### config.mk
export PLATFORM = sky130hd
export DESIGN_NAME = myriadrf_tx_if
export DESIGN_NICKNAME = d
export VERILOG_FILES = /design/src/rtl/myriadrf_tx_if.sv
export SDC_FILE = /design/constraint.sdc
export NUM_CORES = 1
export LEC_CHECK = 0
export CAP_MARGIN = 20
export CORE_MARGIN = 3
export CORE_UTILIZATION = 28
export DETAILED_ROUTE_END_ITERATION = 10
export PLACE_DENSITY = 0.54
export SETUP_SLACK_MARGIN = 0.3
export SYNTH_ARGS = -nofsm -noshare
export SYNTH_HDL_FRONTEND = slang
export SYNTH_SLANG_ARGS = --single-unit
### constraint.sdc
create_clock -name clk -period 2.4 [get_ports clk]
set_clock_uncertainty 0.05 [all_clocks]
set_input_delay 0.48 -clock clk [delete_from_list [all_inputs] [get_ports clk]]
set_output_delay 0.48 -clock clk [all_outputs]
set_load 0.01 [all_outputs]
### src/rtl/myriadrf_tx_if.sv
// LMS6002D TX serializer: buffers 24-bit IQ samples in a small FIFO and emits
// each one as two 12-bit halves (upper with txiqsel=0, then lower with txiqsel=1).
module myriadrf_tx_if #(
    parameter int FIFO_AW = 2,
    parameter int CNT_W   = 16
) (
    input  logic             clk,
    input  logic             rst,
    input  logic             enable_i,
    input  logic [23:0]      s_data_i,
    input  logic             s_valid_i,
    output logic             s_ready_o,
    output logic [11:0]      txd,
    output logic             txiqsel,
    output logic             underrun_o,
    output logic [CNT_W-1:0] underrun_cnt_o
);

    localparam int DEPTH = 2 ** FIFO_AW;
    localparam logic [FIFO_AW:0] FULL_CNT = (FIFO_AW + 1)'(DEPTH);

    logic [23:0]        r_mem [DEPTH];
    logic [FIFO_AW-1:0] r_wr_ptr;
    logic [FIFO_AW-1:0] r_rd_ptr;
    logic [FIFO_AW:0]   r_count;
    logic               r_ph;
    logic               r_primed;
    logic [23:0]        r_cur;
    logic [11:0]        r_txd;
    logic               r_txiqsel;
    logic               r_underrun;
    logic [CNT_W-1:0]   r_underrun_cnt;

    logic               w_full;
    logic               w_empty;
    logic               w_push;
    logic               w_pop;
    logic [23:0]        w_head;

    assign w_full  = (r_count == FULL_CNT);
    assign w_empty = (r_count == '0);
    assign w_push  = s_valid_i && !w_full;
    assign w_pop   = enable_i && !r_ph && !w_empty;
    assign w_head  = r_mem[r_rd_ptr];

    // NOTE: storage array has no reset; validity is tracked by r_count alone.
    always_ff @(posedge clk) begin
        if (w_push) begin
            r_mem[r_wr_ptr] <= s_data_i;
        end
    end

    always_ff @(posedge clk) begin
        if (rst) begin
            r_wr_ptr       <= '0;
            r_rd_ptr       <= '0;
            r_count        <= '0;
            r_ph           <= 1'b0;
            r_primed       <= 1'b0;
            r_cur          <= '0;
            r_txd          <= '0;
            r_txiqsel      <= 1'b0;
            r_underrun     <= 1'b0;
            r_underrun_cnt <= '0;
        end else begin
            if (w_push) begin
                r_wr_ptr <= r_wr_ptr + 1'b1;
            end
            if (w_pop) begin
                r_rd_ptr <= r_rd_ptr + 1'b1;
            end
            if (w_push && !w_pop) begin
                r_count <= r_count + 1'b1;
            end else if (!w_push && w_pop) begin
                r_count <= r_count - 1'b1;
            end

            r_underrun <= 1'b0;
            if (!enable_i) begin
                // Idle drops any pending low half but keeps FIFO contents.
                r_txd     <= '0;
                r_txiqsel <= 1'b0;
                r_ph      <= 1'b0;
                r_primed  <= 1'b0;
            end else if (!r_ph) begin
                r_ph      <= 1'b1;
                r_txiqsel <= 1'b0;
                if (!w_empty) begin
                    r_cur    <= w_head;
                    r_txd    <= w_head[23:12];
                    r_primed <= 1'b1;
                end else begin
                    // Zero sample keeps the two-cycle bus cadence going.
                    r_cur <= '0;
                    r_txd <= '0;
                    if (r_primed) begin
                        r_underrun <= 1'b1;
                        if (r_underrun_cnt != '1) begin
                            r_underrun_cnt <= r_underrun_cnt + 1'b1;
                        end
                    end
                end
            end else begin
                r_txd     <= r_cur[11:0];
                r_txiqsel <= 1'b1;
                r_ph      <= 1'b0;
            end
        end
    end

    assign s_ready_o      = !w_full;
    assign txd            = r_txd;
    assign txiqsel        = r_txiqsel;
    assign underrun_o     = r_underrun;
    assign underrun_cnt_o = r_underrun_cnt;

endmodule

==> impl_summary.txt <==
----------------------------------------------------
[Floorplanning]
  Area of the core ... 19600 um2
  Number of top-level pins ... 59
  Die outline area ... 21800 um2
  Height of the die ... 148 um
  Die Wd ... 148 um
  Effective utilization at floorplan ... 28.7%
  Total number of placement rows ... 51

[Logic synthesis]
  Share of the synthesized area in the top cell type ... 51.2%
  Number of distinct library cells after synthesis ... 46
  Post-Synthesis Mean Instance Area ... 15.9 um2
  Number of warnings issued by yosys ... 0
  Post-synthesis register bit count ... 149
  Sequential cell area fraction in the yosys report ... 70.1%
  Count of mapped cells out of synthesis ... 355
  Leading cell types by count after synthesis ... sky130_fd_sc_hd__edfxtp_1 (96), sky130_fd_sc_hd__dfxtp_1 (53), sky130_fd_sc_hd__nor2_1 (29)
  Synthesized Nets ... 390
  Dominant synthesized flop cell ... sky130_fd_sc_hd__edfxtp_1
  Synthesized cell area ... 5630 um2
  Dominant cells by area after synthesis ... sky130_fd_sc_hd__edfxtp_1 (51%), sky130_fd_sc_hd__dfxtp_1 (19%), sky130_fd_sc_hd__mux4_2 (9.6%)
  Async set-or-reset flop fraction in the synthesized netlist ... 0%
  Count leader, synth ... sky130_fd_sc_hd__edfxtp_1
  Number of synthesized flops with an enable pin ... 96
  Library cell with the largest summed area after synthesis ... sky130_fd_sc_hd__edfxtp_1

[Clock network]
  CTS tree ... built
  Number of clock sinks ... 149
  Htree depth ... 4
  Clock slew seen by the registers of the worst setup and hold paths ... 0.06 ns
  Root Driver ... sky130_fd_sc_hd__clkbuf_16
  Clock latency of the later-clocked register in the worst-skew pair ... 0.42 ns
  Clock buffer count from CTS ... 17
  Maximum number of buffers from clock root to sink ... 2

[Power]
  Internal power contribution ... 5.32 mW
  Net switching power ... 1.92 mW
  Switching share of total power ... 26.5%
  Worst-case vdd ir drop ... 0.000565 V
  Leak ... 2.41 nW
  Combinational share of power ... 18.6%
  Clock network fraction of design power ... 37.2%
  Sequential group share of total power ... 44.2%
  Power per Cell Area ... 977 nW/um2

[Timing]
  Clock period minus final worst setup slack ... 2.07 ns
  Headroom to the max-slew limit ... 69.6%
  Final cycle utilization of the critical path ... 86.2%
  Hold violation total from the final report ... 0
  Fin. max-slew vios ... 0
  Aggregate negative setup slack ... 0 ns
  RSZ-0062 raised after global routing ... yes
  Fmax ... 0.483 GHz
  Final Setup Violations ... 0
  Actual transition at the worst max-transition pin ... 0.452 ns

[Run status]
  Result of the run ... completed

[Detailed routing]
  Number of nets with antenna violations after routing ... 0
  Detailed-routing iteration count for the pre-antenna-repair pass ... 4
  DR DRC count ... 0
  Routed wire length ... 12.1 mm
  Post-detailed-route wirelength per cell ... 16.8 um
  Via total after detailed routing ... 3347
  Mean number of vias per cell ... 4.64
  Initial DRC count ... 184

[Cells and area]
  Final Util ... 37.8%
  Post-layout net count ... 478
  Share of cells above drive strength 1 ... 22.1%
  Post-layout instance area ... 7410 um2
  Area Overhead vs Synth ... 31.7%
  ANT cells ... 0
  Fill cells ... 1872

[Placement]
  Placed instance area ... 6730 um2
  Port Buffers ... 58
  Routability congestion estimate ... 0.791
  Detailed placer's ending HPWL ... 7.54 mm

[Setup path]
  Worst setup SP type ... register
  Largest fanout of any net on the critical path ... 6
  Arrival time at the worst endpoint ... 2.37 ns
  Category of the critical setup timing path ... reg2reg
  Endpoint kind of the worst setup timing path ... register
  Crit path required time ... 2.70 ns

[GRT]
  First-pass GRT wire length ... 18.8 mm
  GR Overflow Total ... 0
  Number of antenna violations at the first check in global routing ... 2
  GRT Total Usage ... 11.4%
  Number of global-route vias before repair ... 3359
  Maximum number of pins on one net before global-route repair ... 32

[Worst hold path]
  Class of the worst hold path ... reg2reg

[Job]
  Max-cap check violation count ... 0

----------------------------------------------------
-- metal layers --
layer  wire (um)  GRT usage (%)
met1        5340           14.1
met2        5910           18.5
met3         711           4.78
met4          89           2.80
met5          27              0
-- flip-flops by register name (all words and copies together), names as in the netlist, named ones only --
signal / cells
r_mem: 96
underrun_cnt_o: 16
r_cur: 12
txd: 12
r_count: 3
r_rd_ptr: 2
r_wr_ptr: 2
r_ph: 1
r_primed: 1
txiqsel: 1
underrun_o: 1
-- layout make-up --
cell class | instances | area (um2) | area share, %
Clock buffer | 18 | 450 | 6.08
Clock inverter | 14 | 158 | 2.13
Inverter | 7 | 26.3 | 0.354
Multi-Input combinational cell | 183 | 1640 | 22.1
Sequential cell | 149 | 3960 | 53.4
Tap cell | 265 | 332 | 4.47
Timing Repair Buffer | 85 | 847 | 11.4
-- power by group through the flow --
stage | logic [mW] | registers [mW] | clock network [mW]
global placement | 1.31 | 3.22 | 0
floorplan | 0.804 | 3.21 | 0
CTS | 1.34 | 3.19 | 2.76
finish | 1.35 | 3.20 | 2.69
detailed placement | 1.33 | 3.24 | 0
global route | 1.48 | 3.23 | 2.88
-- logic make-up after synthesis --
| family | after synthesis | share of synthesized area (%) |
|---|---|---|
| DFF | 149 | 70.1 |
| buffers and inverters | 23 | 1.60 |
| adders and majority gates | 7 | 1.69 |
| muxes | 27 | 10.2 |
| xor gates and xnor gates | 5 | 0.778 |
| AOI/OAI and AO/OA | 60 | 7.58 |
| and+or+nand+nor | 84 | 8.13 |
-- layout by cell type (no fill, tap or decap), drive strengths merged, types with 5 or more instances in the layout --
| cell | netlist | routed |
|---|---|---|
| clkbuf | 10 | 18 |
| a21oi | 16 | 16 |
| and2 | 5 | 5 |
| dfxtp | 53 | 53 |
| mux4 | 24 | 24 |
| buf | 6 | 27 |
| clkdlybuf4s50 | 0 | 56 |
| or4 | 8 | 8 |
| a22oi | 12 | 12 |
| inv | 7 | 16 |
| edfxtp | 96 | 96 |
| ha | 6 | 6 |
| o31ai | 8 | 8 |
| nand4 | 7 | 7 |
| nor2 | 29 | 29 |
| nand2 | 9 | 9 |
| a22o | 12 | 12 |
-- through the flow --
stage                     setup WS (ns)  power [mW]  instances  hold WS [ns]
after floorplan                   0.305        4.02        355         0.393
after global routing              0.288        7.58        721         0.445
after CTS                         0.309        7.29        718         0.428
after global placement          -0.0772        4.53        686         0.413
after detailed placement         -0.130        4.57        686         0.416
final                             0.330        7.24        721         0.428
-- path summary, 6_finish.rpt --
| check | start | to | slack [ns] | cells past startpoint |
|---|---|---|---|---|
| hold / removal | r_primed$_SDFFE_PP0P_ | r_primed$_SDFFE_PP0P_ | 0.43 | 2 |
| setup reg to reg | r_count[2]$_SDFFE_PP0P_ | underrun_cnt_o[10]$_SDFFE_PP0P_ | 0.33 | 4 |
| hold reg to reg | r_primed$_SDFFE_PP0P_ | r_primed$_SDFFE_PP0P_ | 0.43 | 2 |
| setup / recovery | r_count[2]$_SDFFE_PP0P_ | underrun_cnt_o[10]$_SDFFE_PP0P_ | 0.33 | 4 |
-- worst max-delay path, stage by stage, from the launching register on --
cell	delay [ns]
sky130_fd_sc_hd__dfxtp_2	0.36
sky130_fd_sc_hd__or3_4	0.42
sky130_fd_sc_hd__or4_4	0.55
sky130_fd_sc_hd__or4_4	0.50
sky130_fd_sc_hd__a21oi_2	0.13
-- what timing repair did --
item	CTS	global route
pin swaps	0	2
gates cloned	0	0
buffers inserted	0	3
setup endpoints to repair	5	4
hold buffers	0	0
gates resized for setup	8	10
(Power assumes the default switching activity.)
